--- src/rtl/oled_pkg.sv ---
// rtl/oled_pkg.sv - shared panel constants, SSD1306 opcodes, FSM states and glyph width lookup
package oled_pkg;

  localparam int OLED_COLS  = 128;
  localparam int OLED_PAGES = 8;
  localparam int MAX_GLYPHS = 16;

  // SSD1306 page-addressing opcodes; the low bits are OR'ed in with page / column nibbles.
  localparam logic [7:0] CMD_SET_PAGE = 8'hB0;
  localparam logic [7:0] CMD_COL_LO   = 8'h00;
  localparam logic [7:0] CMD_COL_HI   = 8'h10;

  typedef enum logic [3:0] {
    S_IDLE,
    S_NEXT_GLYPH,
    S_CMD_PAGE,
    S_CMD_COLL,
    S_CMD_COLH,
    S_FETCH,
    S_DATA,
    S_NEXT_ROW,
    S_DONE
  } seq_state_t;

  // Column width of a glyph by font_sel; 0 marks an invalid code that renders nothing.
  function automatic logic [4:0] glyph_width(input logic [5:0] sel);
    logic [4:0] w;
    case (sel)
      6'd0, 6'd1, 6'd10, 6'd12, 6'd13, 6'd14:                       w = 5'd8;
      6'd2, 6'd3, 6'd4, 6'd5, 6'd6, 6'd7, 6'd8, 6'd9, 6'd11:          w = 5'd16;
      default:                                                        w = 5'd0;
    endcase
    return w;
  endfunction

endpackage

--- src/rtl/oled_glyph_sequencer_if.sv ---
// rtl/oled_glyph_sequencer_if.sv - byte stream from the glyph sequencer to the serial OLED writer
interface oled_glyph_sequencer_if;
  logic       out_valid;
  logic       out_dc;
  logic [7:0] out_byte;
  logic       out_ready;

  modport master (output out_valid, output out_dc, output out_byte, input out_ready);
  modport slave  (input out_valid, input out_dc, input out_byte, output out_ready);
endinterface

--- src/rtl/oled_glyph_buf.sv ---
// rtl/oled_glyph_buf.sv - glyph string buffer, synchronous write, asynchronous read, not cleared by reset
module oled_glyph_buf
  import oled_pkg::*;
(
  input  logic       sys_clk,
  input  logic       i_wr_en,
  input  logic [3:0] i_wr_addr,
  input  logic [5:0] i_wr_sel,
  input  logic [3:0] i_rd_addr,
  output logic [5:0] o_rd_sel
);

  logic [5:0] r_mem [MAX_GLYPHS];

  // Store one font_sel code per slot.
  always_ff @(posedge sys_clk) begin
    if (i_wr_en) r_mem[i_wr_addr] <= i_wr_sel;
  end

  assign o_rd_sel = r_mem[i_rd_addr];

endmodule

--- src/rtl/oled_glyph_sequencer.sv ---
// rtl/oled_glyph_sequencer.sv - renders a glyph string into SSD1306 page-mode GDDRAM via the font ROM
module oled_glyph_sequencer
  import oled_pkg::*;
(
  input  logic        sys_clk,
  input  logic        rst,
  input  logic        buf_wr_en,
  input  logic [3:0]  buf_wr_addr,
  input  logic [5:0]  buf_wr_sel,
  input  logic        start,
  input  logic [2:0]  start_page,
  input  logic [6:0]  start_col,
  input  logic [4:0]  glyph_cnt,
  output logic        busy,
  output logic        done,
  output logic        font_row,
  output logic [5:0]  font_sel,
  output logic [8:0]  index,
  input  logic [7:0]  rom_data,
  oled_glyph_sequencer_if.master oled_out
);

  seq_state_t r_state, w_next;

  logic [4:0] r_cnt;        // clamped glyph count
  logic [4:0] r_gidx;       // current glyph slot, reaches r_cnt at end of string
  logic [2:0] r_page;       // upper page of the current glyph
  logic [7:0] r_col;        // 0..128; 128 means the line is exactly full
  logic       r_row;        // 0 upper page, 1 lower page
  logic [3:0] r_k;          // column within the glyph
  logic       r_font_row;
  logic [5:0] r_font_sel;
  logic [8:0] r_index;

  logic [5:0] w_cur_sel;
  logic [4:0] w_width;
  logic       w_wrap;
  logic       w_last;
  logic [2:0] w_row_page;
  logic       w_emit;
  logic       w_dc;
  logic [7:0] w_byte;
  logic       w_hs;
  logic       w_busy;

  oled_glyph_buf u_buf (
    .sys_clk   (sys_clk),
    .i_wr_en   (buf_wr_en & ~w_busy),
    .i_wr_addr (buf_wr_addr),
    .i_wr_sel  (buf_wr_sel),
    .i_rd_addr (r_gidx[3:0]),
    .o_rd_sel  (w_cur_sel)
  );

  assign w_width    = glyph_width(w_cur_sel);
  assign w_wrap     = ({1'b0, r_col} + {4'b0, w_width}) > 9'(OLED_COLS);
  assign w_last     = ({1'b0, r_k} == (w_width - 5'd1));
  assign w_row_page = r_page + {2'b00, r_row};
  assign w_busy     = (r_state != S_IDLE) && (r_state != S_DONE);
  assign w_hs       = w_emit & oled_out.out_ready;

  // State register; reset drops straight to IDLE so the stream is cut immediately.
  always_ff @(posedge sys_clk or posedge rst) begin
    if (rst) r_state <= S_IDLE;
    else     r_state <= w_next;
  end

  // Next state and stream fields; stream depends only on state and held registers, so it is stable while stalled.
  always_comb begin
    w_next = r_state;
    w_emit = 1'b0;
    w_dc   = 1'b0;
    w_byte = 8'h00;
    case (r_state)
      S_IDLE, S_DONE: begin
        if (start) w_next = (glyph_cnt == 5'd0) ? S_DONE : S_NEXT_GLYPH;
        else       w_next = S_IDLE;
      end
      S_NEXT_GLYPH: begin
        if (r_gidx == r_cnt)       w_next = S_DONE;
        else if (w_width != 5'd0)  w_next = S_CMD_PAGE;
      end
      S_CMD_PAGE: begin
        w_emit = 1'b1;
        w_byte = CMD_SET_PAGE | {5'b0, w_row_page};
        if (oled_out.out_ready) w_next = S_CMD_COLL;
      end
      S_CMD_COLL: begin
        w_emit = 1'b1;
        w_byte = CMD_COL_LO | {4'b0, r_col[3:0]};
        if (oled_out.out_ready) w_next = S_CMD_COLH;
      end
      S_CMD_COLH: begin
        w_emit = 1'b1;
        w_byte = CMD_COL_HI | {5'b0, r_col[6:4]};
        if (oled_out.out_ready) w_next = S_FETCH;
      end
      S_FETCH: w_next = S_DATA;
      S_DATA: begin
        w_emit = 1'b1;
        w_dc   = 1'b1;
        w_byte = rom_data;
        if (oled_out.out_ready) begin
          if (!w_last)    w_next = S_FETCH;
          else if (r_row) w_next = S_NEXT_GLYPH;
          else            w_next = S_NEXT_ROW;
        end
      end
      S_NEXT_ROW: w_next = S_CMD_PAGE;
      default:    w_next = S_IDLE;
    endcase
  end

  // Position counters and ROM address registers; ROM inputs change only when entering FETCH.
  always_ff @(posedge sys_clk or posedge rst) begin
    if (rst) begin
      r_cnt      <= 5'd0;
      r_gidx     <= 5'd0;
      r_page     <= 3'd0;
      r_col      <= 8'd0;
      r_row      <= 1'b0;
      r_k        <= 4'd0;
      r_font_row <= 1'b0;
      r_font_sel <= 6'd0;
      r_index    <= 9'd0;
    end else begin
      case (r_state)
        S_IDLE, S_DONE: begin
          if (start) begin
            r_cnt  <= (glyph_cnt > 5'(MAX_GLYPHS)) ? 5'(MAX_GLYPHS) : glyph_cnt;
            r_gidx <= 5'd0;
            r_page <= start_page;
            r_col  <= {1'b0, start_col};
            r_row  <= 1'b0;
          end
        end
        S_NEXT_GLYPH: begin
          if (r_gidx != r_cnt) begin
            if (w_width == 5'd0) begin
              r_gidx <= r_gidx + 5'd1;
            end else if (w_wrap) begin
              r_col  <= 8'd0;
              r_page <= r_page + 3'd2;
            end
          end
        end
        S_CMD_COLH: begin
          if (w_hs) begin
            r_k        <= 4'd0;
            r_font_sel <= w_cur_sel;
            r_font_row <= r_row;
            r_index    <= 9'd0;
          end
        end
        S_DATA: begin
          if (w_hs) begin
            if (!w_last) begin
              r_k     <= r_k + 4'd1;
              r_index <= {5'b0, r_k + 4'd1};
            end else if (r_row) begin
              r_row  <= 1'b0;
              r_col  <= r_col + {3'b0, w_width};
              r_gidx <= r_gidx + 5'd1;
            end
          end
        end
        S_NEXT_ROW: r_row <= 1'b1;
        default: ;
      endcase
    end
  end

  assign busy               = w_busy;
  assign done               = (r_state == S_DONE);
  assign font_row           = r_font_row;
  assign font_sel           = r_font_sel;
  assign index              = r_index;
  assign oled_out.out_valid = w_emit;
  assign oled_out.out_dc    = w_dc;
  assign oled_out.out_byte  = w_byte;

endmodule

--- src/flat_wrapper.sv ---
// flat-port wrapper written by rule: the top's interface ports become plain ports
module oled_glyph_sequencer_flat import oled_pkg::*;
  (sys_clk, rst, buf_wr_en, buf_wr_addr, buf_wr_sel, start, start_page, start_col, glyph_cnt, busy, done, font_row, font_sel, index, rom_data, oled_out_out_valid, oled_out_out_dc, oled_out_out_byte, oled_out_out_ready);
  oled_glyph_sequencer_if oled_out_i ();
  input  logic sys_clk;
  input  logic rst;
  input  logic buf_wr_en;
  input  logic [3:0] buf_wr_addr;
  input  logic [5:0] buf_wr_sel;
  input  logic start;
  input  logic [2:0] start_page;
  input  logic [6:0] start_col;
  input  logic [4:0] glyph_cnt;
  output logic busy;
  output logic done;
  output logic font_row;
  output logic [5:0] font_sel;
  output logic [8:0] index;
  input  logic [7:0] rom_data;
  output wire logic [$bits(oled_out_i.out_valid)-1:0] oled_out_out_valid;
  output wire logic [$bits(oled_out_i.out_dc)-1:0] oled_out_out_dc;
  output wire logic [$bits(oled_out_i.out_byte)-1:0] oled_out_out_byte;
  input wire logic [$bits(oled_out_i.out_ready)-1:0] oled_out_out_ready;
  assign oled_out_out_valid = oled_out_i.out_valid;
  assign oled_out_out_dc = oled_out_i.out_dc;
  assign oled_out_out_byte = oled_out_i.out_byte;
  assign oled_out_i.out_ready = oled_out_out_ready;
  oled_glyph_sequencer u_core (.sys_clk(sys_clk), .rst(rst), .buf_wr_en(buf_wr_en), .buf_wr_addr(buf_wr_addr), .buf_wr_sel(buf_wr_sel), .start(start), .start_page(start_page), .start_col(start_col), .glyph_cnt(glyph_cnt), .busy(busy), .done(done), .font_row(font_row), .font_sel(font_sel), .index(index), .rom_data(rom_data), .oled_out(oled_out_i));
endmodule
--- config.mk ---
export PLATFORM = sky130hd
export DESIGN_NAME = oled_glyph_sequencer_flat
export DESIGN_NICKNAME = d
export VERILOG_FILES = /design/src/rtl/oled_pkg.sv /design/src/rtl/oled_glyph_sequencer_if.sv /design/src/rtl/oled_glyph_buf.sv /design/src/rtl/oled_glyph_sequencer.sv /design/src/flat_wrapper.sv
export SDC_FILE = /design/constraint.sdc
export NUM_CORES = 1
export LEC_CHECK = 0
export ABC_AREA = 1
export ABC_CLOCK_PERIOD_IN_PS = 3140
export CAP_MARGIN = 5
export CORE_MARGIN = 3
export CORE_UTILIZATION = 52
export CTS_CLUSTER_SIZE = 25
export DETAILED_ROUTE_END_ITERATION = 12
export HOLD_SLACK_MARGIN = 0.05
export PLACE_DENSITY = 0.77
export SLEW_MARGIN = 20
export SYNTH_ARGS = -nofsm -noshare
export SYNTH_HDL_FRONTEND = slang
export SYNTH_HIERARCHICAL = 1
export SYNTH_SLANG_ARGS = --single-unit
--- constraint.sdc ---
create_clock -name sys_clk -period 3.14 [get_ports sys_clk]
set_input_delay 0.471 -clock sys_clk [delete_from_list [all_inputs] [get_ports sys_clk]]
set_output_delay 0.471 -clock sys_clk [all_outputs]
set_load 0.02 [all_outputs]
==> run summary <==
Residual DRC: 0
die area: 14300 sq um
Worst Hold Class: in2async
Final setup viols: 14
Reg2Reg Setup Slack: -0.13 ns
max-slew violations: 0
Worst EP required: 3.45 ns
area grow syn2layout: 28.8%
vias in the first global route: 5585
worst-margin pin slew: 0.776 ns
Port Buffers: 60
antenna viol nets, final: 0
syn_area_per_cell: 8.84 sq um
CTS tree: yes
first-pass GRT wire length: 27400 um
leading area contributor after synthesis: edfxtp_1
Hold Buf Count CTS: 0
maximum number of pins on one net before global-route repair: 38
cts bufs inserted: 17
Die Wd: 120 um
Syn Inst Count: 758
Yosys reg bits: 133
DP Worst Slack: -0.0580 ns
clk_skew: 0.00644 ns
yosys synthesis warning count: 6
Via density: 5.40
Final Hold Vio Count: 0
Synth area leaders: edfxtp_1 43%, dfrtp_1 14%, nand2_1 13%
Netlist cell types: 39
Antenna diodes: 0
CTS clk-pin slew, worst paths: 0.06 ns
H-tree Lvls: 4
Rows: 40
routed len/inst: 16.6 um
fraction of the yosys area taken by sequential cells: 56.8%
failing checks: negative setup slack
GP Congestion: 0.920
initial antenna violation count: 0
RSZ-0062 raised after global routing: yes
Power Density: 844 nW/um^2
Data arrival, critical path: 3.58 ns
first drt pass iteration count: 6
vias post-DR: 5557
final HPWL from detailed placement: 11200 um
Setup WS post-layout: -0.127 ns
Max Fclk: 306 MHz
status: complete, but fails checks
WHS: 0.481 ns
Mapped Area: 6700 sq um
LEAKAGE: 3.88 nW
Final #Nets: 894
GRT Overall Usage: 24.6%
Root Driver: clkbuf_16
clk sinks: 133
Async S/R FF share, synth: 27.8%
Peak supply drop: 504 uV
initial cell density of the core: 54.4%
Post-synth top flop: edfxtp_1
EDFF count, synth: 96
Max-Cap Viols: 0
Core Box Area: 12300 sq um
number of DRC markers in iteration 0: 452
top-area cell type share of the netlist area: 43.0%
Crit Path Category: reg2reg
part of the cycle the worst path needs: 104%
Tmin final: 3.27 ns
Max transition margin: 48.1%
CTS max path bufs: 2
# IOs: 66
share of cells above drive strength 1: 18.6%
Crit. End Element: register
CP Max Fanout: 6
R2R cell count: 24
worst r2r dst: u_core/r_col[3]$_DFFE_PP0P_
Worst-Skew Late Latency: 0.43 ns
Die H: 120 um
GR Overflow Total: 0
Setup crit start kind: register
final WL: 17100 um
R2R Path Start: u_core/r_gidx[0]$_DFFE_PP0P_
[routing by layer]
layer / part of all wire (%) / vias to the layer above / track usage [%]
li1: - / 2608 / -
met1: 40 / 2656 / 29.1
met2: 51 / 252 / 41.8
met3: 6.3 / 41 / 6.79
met4: 2.5 / 0 / 11.0
met5: 0 / - / 0
[state kept, by name (all words and copies together), names as in the netlist]
| register | count |
|---|---|
| u_core/index | 4 |
| u_core/r_cnt | 5 |
| u_core/font_sel | 6 |
| u_core/r_gidx | 5 |
| u_core/font_row | 1 |
| u_core/r_page | 3 |
| u_core/r_state | 4 |
| u_core/r_row | 1 |
| u_core/u_buf/r_mem | 96 |
| u_core/r_col | 8 |
[worst max-delay path: stages, from the launching register on]
cell and delay (ns):
dfrtp_2 0.42, clkinv_4 0.12, buf_12 0.15, buf_16 0.13, nand2_2 0.05, nand3_1 0.06
nand3_1 0.11, nand3_2 0.11, nand2_4 0.12, nor2_4 0.05, nor2_4 0.14, nor2_4 0.06
nand2_2 0.08, inv_2 0.05, ha_4 0.16, fa_2 0.53, inv_2 0.04, nand3_2 0.06
nor2_1 0.04, nand2_1 0.07, nand2_2 0.08, a21oi_4 0.21, nand3_4 0.14, nand2_2 0.12
nand2_1 0.05
[cell usage in the layout, fill, tap and decap left out, drive strengths merged, types with 2 or more instances in the layout]
master / instances
edfxtp: 96
nand2: 245
a22o: 3
nand3b: 2
o21ai: 28
nand3: 98
inv: 136
xor2: 5
bufinv: 2
clkbuf: 19
nor2: 44
clkdlybuf4s50: 60
xnor2: 4
dfrtp: 37
conb: 5
nand4: 15
buf: 33
clkinv: 7
a21oi: 3
o22ai: 3
ha: 7
[cell families (layout without fill, tap and decap cells)]
group,count (synthesis),count (layout),share of synthesized area (%)
AND/OR/NAND/NOR,405,405,26.5
buffers and inverters,158,257,9.65
flip-flops,133,133,56.8
AO/OA/AOI/OAI,42,42,3.83
XOR/XNOR,9,9,1.18
adder cells (fa/ha/maj),8,8,1.61
multiplexers,2,2,0.317
other,1,5,0.0559
[layout make-up]
type / instances / area (sq um)
Inverter: 132 / 500
Multi-Input combinational cell: 471 / 2560
Timing Repair Buffer: 93 / 951
Clock buffer: 19 / 453
Fill cell: 884 / 3680
Tap cell: 168 / 210
Clock inverter: 13 / 145
Sequential cell: 133 / 3810
[what timing repair did]
action | CTS | global route
endpoints found under the setup margin | 17 | 22
endpoints found under the hold margin | 0 | 0
gates cloned | 2 | 0
setup buffers | 11 | 9
gates resized for setup | 50 | 49
pin swaps | 23 | 34
[how the worst max path moves through the flow]
stage | to | slack [ns] | startpoint
5_1_grt | u_core/r_gidx[0]$_DFFE_PP0P_ | -0.26 | u_core/r_gidx[1]$_DFFE_PP0P_
3_3_place_gp | u_core/r_col[4]$_DFFE_PP0P_ | 0.06 | u_core/r_gidx[0]$_DFFE_PP0P_
6_report | u_core/r_col[3]$_DFFE_PP0P_ | -0.13 | u_core/r_gidx[0]$_DFFE_PP0P_
3_5_place_dp | u_core/r_col[6]$_DFFE_PP0P_ | -0.06 | u_core/r_gidx[0]$_DFFE_PP0P_
2_1_floorplan | u_core/r_col[5]$_DFFE_PP0P_ | 0.13 | u_core/r_gidx[1]$_DFFE_PP0P_
4_1_cts | u_core/r_col[7]$_DFFE_PP0P_ | -0.02 | u_core/r_gidx[0]$_DFFE_PP0P_
[power by group]
| group | switching [mW] | internal (mW) |
|---|---|---|
| Combinational | 1.82 | 1.20 |
| Clock | 0.769 | 1.22 |
| Sequential | 0.190 | 2.09 |
[cell usage after synthesis (2+ instances only)]
library cell  instances
nand2_1             241
inv_1               125
edfxtp_1             96
nand3_1              94
nor2_1               38
dfrtp_1              37
o21ai_0              20
nand4_1              15
buf_2                13
buf_4                10
o21ai_1               8
ha_1                  7
inv_2                 7
xor2_1                5
nor2_2                4
xnor2_1               4
a22o_1                3
clkbuf_1              3
a21oi_1               2
nand2_2               2
nand2_4               2
nand3_2               2
nand3_4               2
nand3b_1              2
o22ai_1               2
[through the flow]
step	total power, mW	TNS, ns	cell area, sq um	cells	util (%)
final	7.29	-1.01	8630	1029	70.1
after detailed placement	4.72	-0.400	7510	978	61.0
after CTS	7.03	-0.0665	8440	1023	68.6
after global routing	7.68	-3.67	8630	1029	70.1
after global placement	4.65	0	7510	978	61.0
after floorplan	3.92	0	6720	762	-
Note: power is estimated with default switching activity, not from simulation.
